<file path="src/rtl/multi_cycle_control_if.sv">
// Control-unit boundary: instruction/memory status in, datapath control strobes out.
// The master side is the control FSM; the slave side is the datapath or bench.
interface multi_cycle_control_if;
  localparam int unsigned OPC_W = 7;
  localparam int unsigned ST_W  = 4;
  localparam int unsigned CNT_W = 32;

  logic [OPC_W-1:0] opcode_i;
  logic             mem_ready_i;
  logic             pc_write_o;
  logic             ir_write_o;
  logic             mem_read_o;
  logic             mem_write_o;
  logic             reg_write_o;
  logic [1:0]       result_src_o;
  logic [2:0]       alu_op_o;
  logic             branch_o;
  logic             illegal_o;
  logic [ST_W-1:0]  state_o;
  logic [CNT_W-1:0] retire_count_o;

  modport master (
    input  opcode_i, mem_ready_i,
    output pc_write_o, ir_write_o, mem_read_o, mem_write_o, reg_write_o,
           result_src_o, alu_op_o, branch_o, illegal_o, state_o, retire_count_o
  );

  modport slave (
    output opcode_i, mem_ready_i,
    input  pc_write_o, ir_write_o, mem_read_o, mem_write_o, reg_write_o,
           result_src_o, alu_op_o, branch_o, illegal_o, state_o, retire_count_o
  );
endinterface

</file>
<file path="src/rtl/multi_cycle_control.sv">
// Moore control FSM for a multi-cycle RV32 subset core: sequences fetch, decode,
// execute, memory and write-back, and counts retired instructions.
module multi_cycle_control (
  input  logic                  clk,
  input  logic                  reset,
  multi_cycle_control_if.master bus
);
  localparam int unsigned OPC_W = 7;
  localparam int unsigned CNT_W = 32;

  localparam logic [OPC_W-1:0] OP_R      = 7'b0110011;
  localparam logic [OPC_W-1:0] OP_I      = 7'b0010011;
  localparam logic [OPC_W-1:0] OP_LUI    = 7'b0110111;
  localparam logic [OPC_W-1:0] OP_LOAD   = 7'b0000011;
  localparam logic [OPC_W-1:0] OP_STORE  = 7'b0100011;
  localparam logic [OPC_W-1:0] OP_BRANCH = 7'b1100011;
  localparam logic [OPC_W-1:0] OP_JAL    = 7'b1101111;
  localparam logic [OPC_W-1:0] OP_JALR   = 7'b1100111;

  localparam logic [2:0] ALU_R     = 3'b000;
  localparam logic [2:0] ALU_I     = 3'b001;
  localparam logic [2:0] ALU_LUI   = 3'b010;
  localparam logic [2:0] ALU_BR    = 3'b011;
  localparam logic [2:0] ALU_STORE = 3'b100;
  localparam logic [2:0] ALU_LOAD  = 3'b101;
  localparam logic [2:0] ALU_JAL   = 3'b110;
  localparam logic [2:0] ALU_JALR  = 3'b111;

  localparam logic [1:0] RES_ALU = 2'b00;
  localparam logic [1:0] RES_MEM = 2'b01;
  localparam logic [1:0] RES_PC4 = 2'b10;

  typedef enum logic [3:0] {
    S_FETCH  = 4'd0,
    S_DECODE = 4'd1,
    S_EXEC   = 4'd2,
    S_MEMADR = 4'd3,
    S_MEMRD  = 4'd4,
    S_MEMWR  = 4'd5,
    S_WB_ALU = 4'd6,
    S_WB_MEM = 4'd7,
    S_BRANCH = 4'd8,
    S_JUMP   = 4'd9,
    S_TRAP   = 4'd10
  } state_t;

  state_t             r_state;
  state_t             w_next;
  logic [OPC_W-1:0]   r_opcode;
  logic               r_illegal;
  logic [CNT_W-1:0]   r_retire;
  logic               w_retire;

  logic       w_pc_write;
  logic       w_ir_write;
  logic       w_mem_read;
  logic       w_mem_write;
  logic       w_reg_write;
  logic [1:0] w_result_src;
  logic [2:0] w_alu_op;
  logic       w_branch;

  // An instruction retires whenever a terminal state hands control back to FETCH.
  always_comb begin
    w_retire = 1'b0;
    if (w_next == S_FETCH) begin
      case (r_state)
        S_WB_ALU, S_WB_MEM, S_MEMWR, S_BRANCH, S_JUMP: w_retire = 1'b1;
        default:                                       w_retire = 1'b0;
      endcase
    end
  end

  always_ff @(posedge clk) begin
    if (reset) begin
      r_state   <= S_FETCH;
      r_opcode  <= '0;
      r_illegal <= 1'b0;
      r_retire  <= '0;
    end else begin
      r_state <= w_next;
      if (r_state == S_DECODE) r_opcode <= bus.opcode_i;
      if (w_next == S_TRAP) r_illegal <= 1'b1;
      if (w_retire) r_retire <= r_retire + CNT_W'(1);
    end
  end

  // Next-state and Moore output decode; mem_ready_i only steers the three wait states.
  always_comb begin
    w_next       = r_state;
    w_pc_write   = 1'b0;
    w_ir_write   = 1'b0;
    w_mem_read   = 1'b0;
    w_mem_write  = 1'b0;
    w_reg_write  = 1'b0;
    w_result_src = RES_ALU;
    w_alu_op     = ALU_R;
    w_branch     = 1'b0;
    case (r_state)
      S_FETCH: begin
        w_mem_read = 1'b1;
        if (bus.mem_ready_i) w_next = S_DECODE;
      end
      S_DECODE: begin
        w_pc_write = 1'b1;
        w_ir_write = 1'b1;
        case (bus.opcode_i)
          OP_R, OP_I, OP_LUI:  w_next = S_EXEC;
          OP_LOAD, OP_STORE:   w_next = S_MEMADR;
          OP_BRANCH:           w_next = S_BRANCH;
          OP_JAL, OP_JALR:     w_next = S_JUMP;
          default:             w_next = S_TRAP;
        endcase
      end
      S_EXEC: begin
        case (r_opcode)
          OP_I:    w_alu_op = ALU_I;
          OP_LUI:  w_alu_op = ALU_LUI;
          default: w_alu_op = ALU_R;
        endcase
        w_next = S_WB_ALU;
      end
      S_MEMADR: begin
        if (r_opcode == OP_STORE) begin
          w_alu_op = ALU_STORE;
          w_next   = S_MEMWR;
        end else begin
          w_alu_op = ALU_LOAD;
          w_next   = S_MEMRD;
        end
      end
      S_MEMRD: begin
        w_mem_read = 1'b1;
        if (bus.mem_ready_i) w_next = S_WB_MEM;
      end
      S_MEMWR: begin
        w_mem_write = 1'b1;
        if (bus.mem_ready_i) w_next = S_FETCH;
      end
      S_WB_ALU: begin
        w_reg_write  = 1'b1;
        w_result_src = RES_ALU;
        w_next       = S_FETCH;
      end
      S_WB_MEM: begin
        w_reg_write  = 1'b1;
        w_result_src = RES_MEM;
        w_next       = S_FETCH;
      end
      S_BRANCH: begin
        w_branch = 1'b1;
        w_alu_op = ALU_BR;
        w_next   = S_FETCH;
      end
      S_JUMP: begin
        w_pc_write   = 1'b1;
        w_reg_write  = 1'b1;
        w_result_src = RES_PC4;
        w_alu_op     = (r_opcode == OP_JALR) ? ALU_JALR : ALU_JAL;
        w_next       = S_FETCH;
      end
      S_TRAP:  w_next = S_TRAP;
      default: w_next = S_FETCH;
    endcase
  end

  assign bus.pc_write_o     = w_pc_write;
  assign bus.ir_write_o     = w_ir_write;
  assign bus.mem_read_o     = w_mem_read;
  assign bus.mem_write_o    = w_mem_write;
  assign bus.reg_write_o    = w_reg_write;
  assign bus.result_src_o   = w_result_src;
  assign bus.alu_op_o       = w_alu_op;
  assign bus.branch_o       = w_branch;
  assign bus.illegal_o      = r_illegal;
  assign bus.state_o        = r_state;
  assign bus.retire_count_o = r_retire;
endmodule

</file>
<file path="src/flat_wrapper.sv">
// flat-port wrapper written by rule: the top's interface ports become plain ports
module multi_cycle_control_flat 
  (clk, reset, bus_opcode_i, bus_mem_ready_i, bus_pc_write_o, bus_ir_write_o, bus_mem_read_o, bus_mem_write_o, bus_reg_write_o, bus_result_src_o, bus_alu_op_o, bus_branch_o, bus_illegal_o, bus_state_o, bus_retire_count_o);
  multi_cycle_control_if bus_i ();
  input  logic clk;
  input  logic reset;
  input wire logic [$bits(bus_i.opcode_i)-1:0] bus_opcode_i;
  input wire logic [$bits(bus_i.mem_ready_i)-1:0] bus_mem_ready_i;
  output wire logic [$bits(bus_i.pc_write_o)-1:0] bus_pc_write_o;
  output wire logic [$bits(bus_i.ir_write_o)-1:0] bus_ir_write_o;
  output wire logic [$bits(bus_i.mem_read_o)-1:0] bus_mem_read_o;
  output wire logic [$bits(bus_i.mem_write_o)-1:0] bus_mem_write_o;
  output wire logic [$bits(bus_i.reg_write_o)-1:0] bus_reg_write_o;
  output wire logic [$bits(bus_i.result_src_o)-1:0] bus_result_src_o;
  output wire logic [$bits(bus_i.alu_op_o)-1:0] bus_alu_op_o;
  output wire logic [$bits(bus_i.branch_o)-1:0] bus_branch_o;
  output wire logic [$bits(bus_i.illegal_o)-1:0] bus_illegal_o;
  output wire logic [$bits(bus_i.state_o)-1:0] bus_state_o;
  output wire logic [$bits(bus_i.retire_count_o)-1:0] bus_retire_count_o;
  assign bus_i.opcode_i = bus_opcode_i;
  assign bus_i.mem_ready_i = bus_mem_ready_i;
  assign bus_pc_write_o = bus_i.pc_write_o;
  assign bus_ir_write_o = bus_i.ir_write_o;
  assign bus_mem_read_o = bus_i.mem_read_o;
  assign bus_mem_write_o = bus_i.mem_write_o;
  assign bus_reg_write_o = bus_i.reg_write_o;
  assign bus_result_src_o = bus_i.result_src_o;
  assign bus_alu_op_o = bus_i.alu_op_o;
  assign bus_branch_o = bus_i.branch_o;
  assign bus_illegal_o = bus_i.illegal_o;
  assign bus_state_o = bus_i.state_o;
  assign bus_retire_count_o = bus_i.retire_count_o;
  multi_cycle_control u_core (.clk(clk), .reset(reset), .bus(bus_i));
endmodule
</file>
<file path="config.mk">
export PLATFORM = sky130hd
export DESIGN_NAME = multi_cycle_control_flat
export DESIGN_NICKNAME = d
export VERILOG_FILES = /design/src/rtl/multi_cycle_control_if.sv /design/src/rtl/multi_cycle_control.sv /design/src/flat_wrapper.sv
export SDC_FILE = /design/constraint.sdc
export NUM_CORES = 1
export LEC_CHECK = 0
export CAP_MARGIN = 20
export CORE_MARGIN = 3
export CORE_UTILIZATION = 53
export DETAILED_ROUTE_END_ITERATION = 16
export GPL_ROUTABILITY_DRIVEN = 0
export PLACE_DENSITY_LB_ADDON = 0.12
export SLEW_MARGIN = 20
export SYNTH_ARGS = -nofsm -noshare
export SYNTH_HDL_FRONTEND = slang
export SYNTH_SLANG_ARGS = --single-unit
</file>
<file path="constraint.sdc">
create_clock -name clk -period 3.2 [get_ports clk]
set_input_delay 0.64 -clock clk [delete_from_list [all_inputs] [get_ports clk]]
set_output_delay 0.64 -clock clk [all_outputs]
set_load 0.005 [all_outputs]
</file>
==> flow_summary.yaml <==
clocking:
  clk_pin_slew_ns: 0.08
  clock-root-buffer: "clkbuf_8"
  cts_tree: "yes"
  cts_resized: 0
  htreeDepth: 2
  clk-insertion-delay-late_ns: 0.31
  cts_setup_buffers: 0
  cts_buffer_depth: 2
  cts_made_buffers: 5
  ctsHoldBuffers: 0
  cts_sinks: 44
worst_setup_path:
  critPathLaunch: "u_core.bus.state_o[2]$_SDFF_PP0_"
  worst-setup-path-type: "reg2out"
  crit_path_end_kind: "output port"
  critPathMaxFanout: 12
  reg2reg_from: "u_core.bus.retire_count_o[9]$_SDFFE_PP0P_"
  cp-start-kind: "flop"
  required_ns: 2.56
  cp_data_arrival_time_ns: 2.26
logic_synthesis:
  yosysUniqueCellTypes: 46
  syn_avg_cell_area_um2: 8.02
  ys_seq_area_share_pct: 36.4
  synth-main-ff-cell: "dfxtp_1"
  synthArstFlopShare_pct: 0
  synth_common_cells: "dfxtp_1 (44), nand2_1 (33), a21oi_1 (31), nor2_1 (21), nand4_1 (15)"
  synth.most_common_cell: "dfxtp_1"
  netlist_area_um2: 2420
  syn_nets: 313
  ys_warn_count: 0
  synth.area.top_cells: "dfxtp_1 (36%), a21oi_1 (6.4%), nand2_1 (5.1%)"
  synth-edff-count: 0
  ys_seq_elements: 44
  yosysTopAreaCellShare_pct: 36.4
  syn_inst: 302
  synth_area_leader_cell: "dfxtp_1"
sta:
  finalSetupTns_ns: 0
  fin_skew_ns: 0.00911
  final.min_clock_period_ns: 2.90
  setup_viol: 0
  rsz0062_at_grt: "no"
  relSlewSlack_pct: 56.1
  drv_slew: 0
  layout_worst_path_cycle_share_pct: 90.6
  worst_pin_slew_ns: 0.654
  timing.final.hold_violations: 0
  fmax_ghz: 0.345
worst_hold_path:
  min-delay-start: "u_core.r_opcode[3]$_SDFFE_PP0P_"
  worstHoldPathType: "reg2reg"
detailed_routing:
  drt_iter0_markers: 199
  route.detailed.drc: 0
  postRouteAntennaNets: 0
  drtPass1Iterations: 4
  vias_per_cell: 6.24
  routed_wl_mm: 6.15
  wl_per_cell_um: 15.5
  vias: 2482
placement:
  port-buffer-count: 57
  dp.final_hpwl_mm: 4.45
floorplan:
  start_util_pct: 57.6
  die_w_um: 73.6
  die_y_um: 73.6
  die_area_um2: 5410
  num_rows: 23
  core_um2: 4200
  io_pins: 58
power:
  leakage_nw: 0.935
  powerDensity_nw_per_um2: 363
  ir_worst_vdd_mv: 0.270
  total_power_mw: 1.11
grt:
  grt.total_usage_pct: 23.6
  grt_pass1_wl_mm: 10.1
  antenna_found_initial: 0
  grt_max_degree: 46
  grt_pass1_vias: 2243
  grt.overflow.total: 0
cells_and_area:
  nets: 359
  n_antenna_cell: 0
  area_delta_synth_final_pct: 26.1
  nFillCells: 358
  drive_gt1_share_pct: 6.90
  multi_input_area_um2: 1420
  regArea_um2: 881
  final_util_pct: 72.7
outcome:
  outcome: "finished, final reports clean"
job:
  maxCapViolations: 0
==> final timing paths <==
| kind | to | slack, ns | cells past startpoint |
|---|---|---|---|
| min | u_core.r_opcode[3]$_SDFFE_PP0P_ | 0.46 | 2 |
| min reg2reg | u_core.r_opcode[3]$_SDFFE_PP0P_ | 0.46 | 2 |
| max reg2reg | u_core.bus.retire_count_o[28]$_SDFFE_PP0P_ | 1.11 | 4 |
| max | bus_alu_op_o[0] | 0.30 | 5 |
==> state kept, by name, summed over array words and instances (netlist names) <==
register and flops:
u_core.r_opcode 7, u_core.bus.state_o 4, u_core.bus.illegal_o 1, u_core.bus.retire_count_o 32
==> critical path, cell delays in order (launching register included) <==
cell and delay, ns:
dfxtp_1 0.42, nor2_1 0.25, nand4b_1 0.12, or3_1 0.34
o311ai_0 0.28, clkdlybuf4s50_1 0.56
==> area by class of cell <==
class	count	share of cell area [%]
repair buffers	59	19.0
inverters	8	0.983
well taps	50	2.05
multi-input cells	230	46.5
clock buffers	5	2.25
flip-flops and latches	44	28.8
clock inverters	2	0.410
==> logic make-up (layout without fill, tap and decap cells) <==
family	count (synthesis)	after routing	share of synthesized area, %
flip-flops	44	44	36.4
buffers and inverters	28	74	5.01
adder cells (fa/ha/maj)	1	1	0.517
multiplexers	11	11	5.06
AND/OR/NAND/NOR	150	150	34.9
XOR/XNOR	2	2	0.724
AO/OA/AOI/OAI	66	66	17.4
==> stage by stage <==
stage	instance area, um^2	setup WS (ns)	instances	hold WS, ns
2_1_floorplan	2420	1.16	302	0.431
3_3_place_gp	2970	0.673	391	0.447
3_5_place_dp	2970	0.630	391	0.450
4_1_cts	3050	0.294	398	0.462
5_1_grt	3050	0.117	398	0.497
6_report	3050	0.302	398	0.461
==> routing by layer <==
metal,vias to the layer above,wire (um),share of wire [%],global-route usage [%]
met3,7,321,5.2,4.92
li1,1233,-,-,-
met4,0,72,1.2,8.25
met5,-,0,0,0
met1,1177,2690,44,29.2
met2,65,3070,50,40.2
==> report_power, final <==
part	internal, mW	total, mW	switching (mW)
registers	0.563	0.587	0.0240
logic	0.0836	0.185	0.101
clock network	0.148	0.338	0.190
total	0.794	1.11	0.316
==> cell usage in the layout, fill, tap and decap left out, drive strengths merged, types with 3 or more instances in the layout <==
master	synthesis	final
a21oi	31	31
and3	3	3
or3	7	7
and4	6	6
nor2	21	21
dfxtp	44	44
nand2	33	33
inv	7	7
nor2b	11	11
nand4b	3	3
mux2	10	10
buf	9	3
clkbuf	11	5
o41ai	6	6
clkdlybuf4s50	0	56
nand3	13	13
o31ai	10	10
nand2b	6	6
o21ai	8	8
nor3	3	3
or4b	4	4
or4	9	9
nor4	12	12
nand4	15	15
Power figures use the tool's default switching activity.
